==> config.mk <==
export PLATFORM = sky130hd
export DESIGN_NAME = vending_machine_param_flat
export DESIGN_NICKNAME = d
export VERILOG_FILES = /design/src/rtl/vm_pkg.sv /design/src/rtl/vending_machine_param_if.sv /design/src/rtl/decoder.sv /design/src/rtl/vm_change_dispenser.sv /design/src/rtl/vending_machine_param.sv /design/src/flat_wrapper.sv
export SDC_FILE = /design/constraint.sdc
export NUM_CORES = 1
export LEC_CHECK = 0
export CORE_MARGIN = 3
export CORE_UTILIZATION = 52
export CTS_CLUSTER_SIZE = 12
export DETAILED_ROUTE_END_ITERATION = 16
export PLACE_DENSITY = 0.9
export SLEW_MARGIN = 25
export SYNTH_ARGS = -nofsm -noshare
export SYNTH_HDL_FRONTEND = slang
export SYNTH_SLANG_ARGS = --single-unit
==> constraint.sdc <==
create_clock -name clk -period 4.34 [get_ports clk]
set_clock_uncertainty 0.05 [all_clocks]
set_input_delay 0.868 -clock clk [delete_from_list [all_inputs] [get_ports clk]]
set_output_delay 0.868 -clock clk [all_outputs]
set_load 0.1 [all_outputs]
==> src/rtl/vm_pkg.sv <==
// vm_pkg: coin values, coin bit positions and FSM state type shared by the
// vending controller and its change dispenser.
package vm_pkg;

   // Coin values in 100-won units
   localparam logic [3:0] C1000 = 4'd10;
   localparam logic [3:0] C500  = 4'd5;
   localparam logic [3:0] C200  = 4'd2;
   localparam logic [3:0] C100  = 4'd1;

   // Bit position of each coin in the moneyin / change_coin vectors
   localparam int COIN_1000_IDX = 3;
   localparam int COIN_500_IDX  = 2;
   localparam int COIN_200_IDX  = 1;
   localparam int COIN_100_IDX  = 0;

   typedef enum logic {
      IDLE,
      CHANGE
   } vm_state_t;

   // Value of a one-hot coin vector; anything that is not a single coin is worth 0
   function automatic logic [3:0] coin_value(input logic [3:0] coin);
      logic [3:0] value;
      value = 4'd0;
      if (coin == 4'(1 << COIN_1000_IDX)) value = C1000;
      if (coin == 4'(1 << COIN_500_IDX))  value = C500;
      if (coin == 4'(1 << COIN_200_IDX))  value = C200;
      if (coin == 4'(1 << COIN_100_IDX))  value = C100;
      return value;
   endfunction

endpackage

==> src/rtl/vending_machine_param_if.sv <==
// vending_machine_param_if: user-facing buttons/coins in, LEDs/display/vend out.
// The master side is the board (or bench), the slave side is the controller.
interface vending_machine_param_if #(
   parameter int N_ITEMS  = 4,
   parameter int CREDIT_W = 7
);
   logic [3:0]          moneyin;
   logic [N_ITEMS-1:0]  buy;
   logic                refund;
   logic                restock;

   logic [CREDIT_W-1:0] credit;
   logic [6:0]          seg_1000;
   logic [6:0]          seg_100;
   logic [6:0]          seg_10;
   logic [6:0]          seg_1;
   logic                moneyin_led;
   logic                coin_reject;
   logic [N_ITEMS-1:0]  buy_available_led;
   logic [N_ITEMS-1:0]  sold_out_led;
   logic [N_ITEMS-1:0]  vend;
   logic                buy_success_led;
   logic                buy_fail_led;
   logic [3:0]          change_coin;
   logic                refund_led;

   modport master (
      output moneyin, buy, refund, restock,
      input  credit, seg_1000, seg_100, seg_10, seg_1,
             moneyin_led, coin_reject, buy_available_led, sold_out_led,
             vend, buy_success_led, buy_fail_led, change_coin, refund_led
   );

   modport slave (
      input  moneyin, buy, refund, restock,
      output credit, seg_1000, seg_100, seg_10, seg_1,
             moneyin_led, coin_reject, buy_available_led, sold_out_led,
             vend, buy_success_led, buy_fail_led, change_coin, refund_led
   );
endinterface

==> src/rtl/decoder.sv <==
// decoder: one BCD digit to an active-high 7-segment pattern {g,f,e,d,c,b,a}.
module decoder (
   input  logic [3:0] digit,
   output logic [6:0] seg
);

   // Segment lookup; non-decimal codes blank the digit
   always_comb begin
      seg = 7'h00;
      case (digit)
         4'd0: seg = 7'h3F;
         4'd1: seg = 7'h06;
         4'd2: seg = 7'h5B;
         4'd3: seg = 7'h4F;
         4'd4: seg = 7'h66;
         4'd5: seg = 7'h6D;
         4'd6: seg = 7'h7D;
         4'd7: seg = 7'h07;
         4'd8: seg = 7'h7F;
         4'd9: seg = 7'h6F;
         default: seg = 7'h00;
      endcase
   end

endmodule

==> src/rtl/vm_change_dispenser.sv <==
// vm_change_dispenser: owns the IDLE/CHANGE state and pays out the credit one
// greedy coin per cycle. The credit register itself lives in the top, which
// subtracts coin_amount every cycle the dispenser is paying.
module vm_change_dispenser
   import vm_pkg::*;
#(
   parameter int CREDIT_W = 7
) (
   input  logic                clk,
   input  logic                reset_n,
   input  logic                start,
   input  logic [CREDIT_W-1:0] credit,
   output logic                in_change,
   output logic                done,
   output logic [CREDIT_W-1:0] coin_amount,
   output logic [3:0]          change_coin
);

   localparam logic [CREDIT_W-1:0] V1000 = CREDIT_W'(C1000);
   localparam logic [CREDIT_W-1:0] V500  = CREDIT_W'(C500);
   localparam logic [CREDIT_W-1:0] V200  = CREDIT_W'(C200);
   localparam logic [CREDIT_W-1:0] V100  = CREDIT_W'(C100);

   vm_state_t  state;
   logic [3:0] sel_coin;

   // Largest coin that still fits in the remaining credit; nothing when credit is 0
   always_comb begin
      sel_coin    = '0;
      coin_amount = '0;
      if (credit >= V1000) begin
         sel_coin[COIN_1000_IDX] = 1'b1;
         coin_amount             = V1000;
      end else if (credit >= V500) begin
         sel_coin[COIN_500_IDX] = 1'b1;
         coin_amount            = V500;
      end else if (credit >= V200) begin
         sel_coin[COIN_200_IDX] = 1'b1;
         coin_amount            = V200;
      end else if (credit >= V100) begin
         sel_coin[COIN_100_IDX] = 1'b1;
         coin_amount            = V100;
      end
   end

   // State machine: leave CHANGE one cycle after the credit has been paid down to 0
   always_ff @(posedge clk or negedge reset_n) begin
      if (!reset_n) begin
         state       <= IDLE;
         change_coin <= '0;
      end else begin
         case (state)
            IDLE: begin
               change_coin <= '0;
               if (start) state <= CHANGE;
            end
            CHANGE: begin
               if (credit == '0) begin
                  state       <= IDLE;
                  change_coin <= '0;
               end else begin
                  change_coin <= sel_coin;
               end
            end
            default: begin
               state       <= IDLE;
               change_coin <= '0;
            end
         endcase
      end
   end

   assign in_change = (state == CHANGE);
   assign done      = in_change && (credit == '0);

endmodule

==> src/rtl/vending_machine_param.sv <==
// vending_machine_param: N-item vending controller with per-item prices and
// stock, a credit ceiling, and coin-by-coin change through vm_change_dispenser.
module vending_machine_param
   import vm_pkg::*;
#(
   parameter int                          N_ITEMS    = 4,
   parameter int                          CREDIT_W   = 7,
   parameter int                          MAX_CREDIT = 10,
   parameter logic [N_ITEMS*CREDIT_W-1:0] PRICES     = {7'd9, 7'd7, 7'd5, 7'd3},
   parameter int                          STOCK_W    = 4,
   parameter int                          INIT_STOCK = 5
) (
   input  logic                    clk,
   input  logic                    reset_n,
   vending_machine_param_if.slave  bus
);

   localparam int                  IDX_W  = (N_ITEMS > 1) ? $clog2(N_ITEMS) : 1;
   localparam logic [STOCK_W-1:0]  INIT_S = STOCK_W'(INIT_STOCK);
   localparam logic [CREDIT_W:0]   MAX_C  = (CREDIT_W+1)'(MAX_CREDIT);

   logic [CREDIT_W-1:0] credit_q;
   logic [STOCK_W-1:0]  stock_q [N_ITEMS];
   logic [CREDIT_W-1:0] price   [N_ITEMS];

   logic                moneyin_led_q;
   logic                coin_reject_q;
   logic [N_ITEMS-1:0]  vend_q;
   logic                buy_success_q;
   logic                buy_fail_q;

   logic [3:0]          coin_val;
   logic [CREDIT_W:0]   coin_sum;
   logic                coin_ok;
   logic [IDX_W-1:0]    buy_idx;
   logic                buy_ok;

   logic                start_change;
   logic                in_change;
   logic                change_done;
   logic [CREDIT_W-1:0] change_amount;
   logic [3:0]          change_coin;

   logic [N_ITEMS-1:0]  avail;
   logic [N_ITEMS-1:0]  sold;
   logic [3:0]          digit_1000;
   logic [3:0]          digit_100;

   // Per-item price slices and the level LEDs derived from registered state
   for (genvar i = 0; i < N_ITEMS; i++) begin : g_item
      assign price[i] = PRICES[i*CREDIT_W +: CREDIT_W];
      assign avail[i] = (credit_q >= price[i]) && (stock_q[i] != '0) && !in_change;
      assign sold[i]  = (stock_q[i] == '0);
   end

   // Coin acceptance: a single coin that keeps credit within the ceiling; the
   // sum is one bit wider so it cannot wrap
   always_comb begin
      coin_val = coin_value(bus.moneyin);
      coin_sum = {1'b0, credit_q} + (CREDIT_W+1)'(coin_val);
      coin_ok  = $onehot(bus.moneyin) && (coin_sum <= MAX_C);
   end

   // Purchase check: exactly one item requested, affordable and in stock
   always_comb begin
      buy_idx = '0;
      for (int i = 0; i < N_ITEMS; i++) begin
         if (bus.buy[i]) buy_idx = IDX_W'(i);
      end
      buy_ok = $onehot(bus.buy) && (credit_q >= price[buy_idx]) && (stock_q[buy_idx] != '0);
   end

   assign start_change = !in_change && bus.refund && (credit_q != '0);

   vm_change_dispenser #(
      .CREDIT_W (CREDIT_W)
   ) u_change (
      .clk         (clk),
      .reset_n     (reset_n),
      .start       (start_change),
      .credit      (credit_q),
      .in_change   (in_change),
      .done        (change_done),
      .coin_amount (change_amount),
      .change_coin (change_coin)
   );

   // Credit, stock and one-cycle pulses; in IDLE only the highest-priority event
   // (refund > coin > buy > restock) is acted on, in CHANGE coins and buys bounce
   always_ff @(posedge clk or negedge reset_n) begin
      if (!reset_n) begin
         credit_q      <= '0;
         moneyin_led_q <= 1'b0;
         coin_reject_q <= 1'b0;
         vend_q        <= '0;
         buy_success_q <= 1'b0;
         buy_fail_q    <= 1'b0;
         for (int i = 0; i < N_ITEMS; i++) stock_q[i] <= INIT_S;
      end else begin
         moneyin_led_q <= 1'b0;
         coin_reject_q <= 1'b0;
         vend_q        <= '0;
         buy_success_q <= 1'b0;
         buy_fail_q    <= 1'b0;
         if (in_change) begin
            if (!change_done) credit_q <= credit_q - change_amount;
            if (|bus.moneyin) coin_reject_q <= 1'b1;
            if (|bus.buy)     buy_fail_q    <= 1'b1;
            if (bus.restock) begin
               for (int i = 0; i < N_ITEMS; i++) stock_q[i] <= INIT_S;
            end
         end else if (bus.refund) begin
         end else if (|bus.moneyin) begin
            if (coin_ok) begin
               credit_q      <= coin_sum[CREDIT_W-1:0];
               moneyin_led_q <= 1'b1;
            end else begin
               coin_reject_q <= 1'b1;
            end
         end else if (|bus.buy) begin
            if (buy_ok) begin
               credit_q          <= credit_q - price[buy_idx];
               stock_q[buy_idx]  <= stock_q[buy_idx] - STOCK_W'(1);
               vend_q[buy_idx]   <= 1'b1;
               buy_success_q     <= 1'b1;
            end else begin
               buy_fail_q <= 1'b1;
            end
         end else if (bus.restock) begin
            for (int i = 0; i < N_ITEMS; i++) stock_q[i] <= INIT_S;
         end
      end
   end

   // Credit in won is credit*100, so the two low display digits are always 0
   assign digit_1000 = 4'(credit_q / CREDIT_W'(10));
   assign digit_100  = 4'(credit_q % CREDIT_W'(10));

   decoder u_dec_1000 (.digit(digit_1000), .seg(bus.seg_1000));
   decoder u_dec_100  (.digit(digit_100),  .seg(bus.seg_100));
   decoder u_dec_10   (.digit(4'd0),       .seg(bus.seg_10));
   decoder u_dec_1    (.digit(4'd0),       .seg(bus.seg_1));

   assign bus.credit            = credit_q;
   assign bus.moneyin_led       = moneyin_led_q;
   assign bus.coin_reject       = coin_reject_q;
   assign bus.buy_available_led = avail;
   assign bus.sold_out_led      = sold;
   assign bus.vend              = vend_q;
   assign bus.buy_success_led   = buy_success_q;
   assign bus.buy_fail_led      = buy_fail_q;
   assign bus.change_coin       = change_coin;
   assign bus.refund_led        = in_change;

endmodule

==> src/flat_wrapper.sv <==
// flat-port wrapper written by rule: the top's interface ports become plain ports
module vending_machine_param_flat import vm_pkg::*;
#(
   parameter int                          N_ITEMS    = 4,
   parameter int                          CREDIT_W   = 7,
   parameter int                          MAX_CREDIT = 10,
   parameter logic [N_ITEMS*CREDIT_W-1:0] PRICES     = {7'd9, 7'd7, 7'd5, 7'd3},
   parameter int                          STOCK_W    = 4,
   parameter int                          INIT_STOCK = 5
)
  (clk, reset_n, bus_moneyin, bus_buy, bus_refund, bus_restock, bus_credit, bus_seg_1000, bus_seg_100, bus_seg_10, bus_seg_1, bus_moneyin_led, bus_coin_reject, bus_buy_available_led, bus_sold_out_led, bus_vend, bus_buy_success_led, bus_buy_fail_led, bus_change_coin, bus_refund_led);
  vending_machine_param_if #(.N_ITEMS(N_ITEMS), .CREDIT_W(CREDIT_W)) bus_i ();
  input  logic clk;
  input  logic reset_n;
  input wire logic [$bits(bus_i.moneyin)-1:0] bus_moneyin;
  input wire logic [$bits(bus_i.buy)-1:0] bus_buy;
  input wire logic [$bits(bus_i.refund)-1:0] bus_refund;
  input wire logic [$bits(bus_i.restock)-1:0] bus_restock;
  output wire logic [$bits(bus_i.credit)-1:0] bus_credit;
  output wire logic [$bits(bus_i.seg_1000)-1:0] bus_seg_1000;
  output wire logic [$bits(bus_i.seg_100)-1:0] bus_seg_100;
  output wire logic [$bits(bus_i.seg_10)-1:0] bus_seg_10;
  output wire logic [$bits(bus_i.seg_1)-1:0] bus_seg_1;
  output wire logic [$bits(bus_i.moneyin_led)-1:0] bus_moneyin_led;
  output wire logic [$bits(bus_i.coin_reject)-1:0] bus_coin_reject;
  output wire logic [$bits(bus_i.buy_available_led)-1:0] bus_buy_available_led;
  output wire logic [$bits(bus_i.sold_out_led)-1:0] bus_sold_out_led;
  output wire logic [$bits(bus_i.vend)-1:0] bus_vend;
  output wire logic [$bits(bus_i.buy_success_led)-1:0] bus_buy_success_led;
  output wire logic [$bits(bus_i.buy_fail_led)-1:0] bus_buy_fail_led;
  output wire logic [$bits(bus_i.change_coin)-1:0] bus_change_coin;
  output wire logic [$bits(bus_i.refund_led)-1:0] bus_refund_led;
  assign bus_i.moneyin = bus_moneyin;
  assign bus_i.buy = bus_buy;
  assign bus_i.refund = bus_refund;
  assign bus_i.restock = bus_restock;
  assign bus_credit = bus_i.credit;
  assign bus_seg_1000 = bus_i.seg_1000;
  assign bus_seg_100 = bus_i.seg_100;
  assign bus_seg_10 = bus_i.seg_10;
  assign bus_seg_1 = bus_i.seg_1;
  assign bus_moneyin_led = bus_i.moneyin_led;
  assign bus_coin_reject = bus_i.coin_reject;
  assign bus_buy_available_led = bus_i.buy_available_led;
  assign bus_sold_out_led = bus_i.sold_out_led;
  assign bus_vend = bus_i.vend;
  assign bus_buy_success_led = bus_i.buy_success_led;
  assign bus_buy_fail_led = bus_i.buy_fail_led;
  assign bus_change_coin = bus_i.change_coin;
  assign bus_refund_led = bus_i.refund_led;
  vending_machine_param #(.N_ITEMS(N_ITEMS), .CREDIT_W(CREDIT_W), .MAX_CREDIT(MAX_CREDIT), .PRICES(PRICES), .STOCK_W(STOCK_W), .INIT_STOCK(INIT_STOCK)) u_core (.clk(clk), .reset_n(reset_n), .bus(bus_i));
endmodule
==> results.md <==
- Result of the run: finished clean
- Category of the most critical setup path: register to output pin
- Die Footprint: 8290 um2
- Synth cell count leaders: ha_1 (43), nand2_1 (35), inv_1 (32)
- FF-to-FF End: u_core.bus.credit[6]
- Die X-Extent: 91.0 um
- Class of the most critical hold timing path: register to register
- Fraction of synthesized cell area in xor and xnor cells: 3.26%
- Count of placed standard cells including taps: 571
- Input/output buffers: 53
- Starting density of the core: 54.5%
- Clock Path Buffers: 2
- Setup slack, reg-to-reg: 0.80 ns
- Multiplexer area fraction after synthesis: 4.52%
- Clock tree from TritonCTS: built
- Drt pass-1 iters: 5
- Fraction of post-synthesis cell area in the top cell type by area: 18.6%
- Total wire length: 10.3 mm
- Share of the clock period used by the worst path: 96.7%
- Max Fanout on Critical Path: 12
- Worst relative slew slack: 33.3%
- Total grt overflow: 0
- Vias after detailed routing: 3603
- Average via count per standard cell: 6.13
- Worst path max stage delay: 0.57 ns
- CP Data Arrival Time: 3.28 ns
- Total number of nets in the final design: 551
- Async S/R FF share, synth: 100%
- Count of yosys warnings during synthesis: 0
- Number of enable-type register cells in the synthesized netlist: 0
- Top cells by area in the synthesized netlist: dfrtp_1 (19%), ha_1 (14%), dfstp_2 (5.6%)
- Most used standard cell by instance count after synthesis: ha_1
- Final hold violation count: 0
- Number of setup violations in the final report: 0
- Boundary pin count: 68
- Number of distinct library cells after synthesis: 76
- Ant. Diodes: 0
- Average cell area after synthesis: 8.63 um2
- Die Ht: 91.0 um
- Endpoint of the worst hold path: u_core.stock_q[10]
- DRC viols: 0
- Post-Layout Cell Count: 588
- Hold-critical path depth: 2
- Time the final worst path needs with I/O delays and setup: 4.20 ns
- R2r worst-path depth: 13
- Post-synthesis sequential element count: 36
- Post-detailed-route wirelength per cell: 17.5 um
- Residual antenna-violating net count after detailed routing: 0
- Reg2Reg Launch Point: u_core.bus.credit[4]
- Buffer and inverter count on the worst path: 2
- Combinational family with the most area after synthesis: compound AO/OA/AOI/OAI gates
- Number of antenna violations at the first check in global routing: 0
- Required arrival time at the worst endpoint: 3.42 ns
- Gate count after technology mapping: 436
- Worst path top cell family by delay: simple AND/OR/NAND/NOR gates
- Peak Freq: 238 MHz
- Leading area contributor after synthesis: dfrtp_1
- Placed wire-length estimate: 7.39 mm
- Simple-gate portion of the synthesized area: 18.7%
- Cell row count: 30
- Origin of the worst min-delay path: u_core.stock_q[10]
- Share of synthesized cell area in full adder, half adder and majority cells: 17.0%
- Max-cap viol count: 0
- Part of the Yosys area used for sequential elements: 24.2%
- Unrepaired setup endpoints after global routing: no
- Critical path endpoint category: output pin
- Clock-pin slew reported for the worst setup and hold paths after clock tree synthesis: 0.08 ns
- Final Max Tran Viols: 0
- Core Region: 6910 um2
- Clock sink count: 36
- Insertion delay to the later sink of the worst-skew pair: 0.29 ns
- Transition at the pin with the smallest max-transition slack: 0.998 ns
- CTS H-tree depth: 2
- Cells along the critical path: nand2b_1 -> a21oi_2 -> o22ai_2 -> nor2_2 -> ha_4 -> nor2_1 -> a32oi_1 -> and3b_2 -> inv_2 -> ha_1 -> or3_4 -> o311ai_4 -> buf_12
- Launch point of the worst path: u_core.bus.credit[3]
- Library cell contributing the largest single delay on the critical path: dfrtp_4
- Startpoint type of the worst setup path: register
- Fraction of final layout cells sized beyond drive strength 1: 20.7%
- Most common flop cell mapped by yosys: dfrtp_1
- Synthesized area: 3760 um2
- Routability cong.: 0.943
- Complex-gate fraction of the synthesized area: 22.9%
- Global-route wire length before repair: 16.2 mm
- GRT Overall Usage: 23.3%
- Number of buffers created by CTS: 5
- Pin count of the biggest net entering global routing: 26
- Via count of the first global-routing pass: 3428
- Cell at the root of the clock tree: clkbuf_8
- Detailed router's first-iteration violation count: 339
- Area added between synthesis and finish: 27.2%
## stage by stage
step                      TNS (ns)  setup WS, ns  hold WS (ns)  utilization [%]  cell area [um2]
after floorplan              -2.25         -2.25         0.408                -             3970
after global placement           0         0.204         0.430             66.1             4570
after detailed placement         0        0.0108         0.437             66.0             4560
after CTS                        0        0.0390         0.448             67.8             4680
after global routing             0        0.0273         0.456             69.3             4790
final                            0         0.143         0.447             69.3             4790
## timing repair
action                                  CTS  global route
buffers inserted                          0             9
endpoints found under the setup margin    2             5
hold buffers                              0             0
gates resized for setup                   3             6
pin swaps                                 0             0
## cell type report
| cell class | count | area, um2 |
|---|---|---|
| Timing Repair Buffer | 70 | 776 |
| Multi-Input combinational cell | 344 | 2710 |
| Clock inverter | 3 | 42.5 |
| Fill cell | 535 | 2120 |
| Sequential cell | 36 | 938 |
| Tap cell | 96 | 120 |
| Clock buffer | 5 | 68.8 |
| Inverter | 34 | 128 |
## per-layer routing
layer  global-route usage, %  wire, um  vias to the layer above
met2                    39.9      5110                      191
met4                    6.66       261                        0
met3                    3.98       707                       33
met5                       0         0                        -
li1                        -         -                     1659
met1                    30.1      4190                     1720
## cell families after synthesis
logic type               after synthesis
AND/OR/NAND/NOR                      134
XOR/XNOR                              14
multiplexers                          12
other                                  2
flip-flops                            36
adder cells (fa/ha/maj)               48
AO/OA/AOI/OAI                        122
buffers and inverters                 68
## registers in the layout, indices dropped and copies added (netlist names)
register                     flops
u_core.bus.vend                  4
u_core.bus.credit                7
u_core.bus.buy_fail_led          1
u_core.bus.moneyin_led           1
u_core.u_change.in_change        1
u_core.bus.buy_success_led       1
u_core.stock_q                  16
u_core.bus.coin_reject           1
u_core.u_change.change_coin      4
## worst min-delay path: stages, from the launching register on
cell	delay, ns
dfstp_2	0.39
inv_1	0.05
a21oi_1	0.05
## worst max-delay path by stage
stage                                to  cells past startpoint
3_3_place_gp       u_core.bus.credit[4]                     14
3_5_place_dp       u_core.bus.credit[5]                     14
4_1_cts                  bus_seg_100[3]                     13
2_1_floorplan  bus_buy_available_led[3]                      4
5_1_grt                  bus_seg_100[3]                     11
6_report                 bus_seg_100[3]                     13
## cells in the final DEF (no fill, tap or decap), types with 6 or more instances in the layout
master            n
nor3_1            7
and2_1            6
mux2i_1           8
nor2_1           28
conb_1           14
ha_1             42
a22o_1            6
a21oi_1          25
o21ai_1           7
nand3_1          11
o21ai_0           8
inv_1            32
clkdlybuf4s50_1  36
o21ai_2           9
nand2_1          35
xor2_1            7
dfrtp_1          20
nand2b_1          6
buf_4            20
dfrtp_4           7
xnor2_1           7
buf_12           13
a21o_1            9
dfstp_2           8
Power is not shown: default switching activity piles up to over one toggle a cycle in this logic, so the estimate is an artifact.
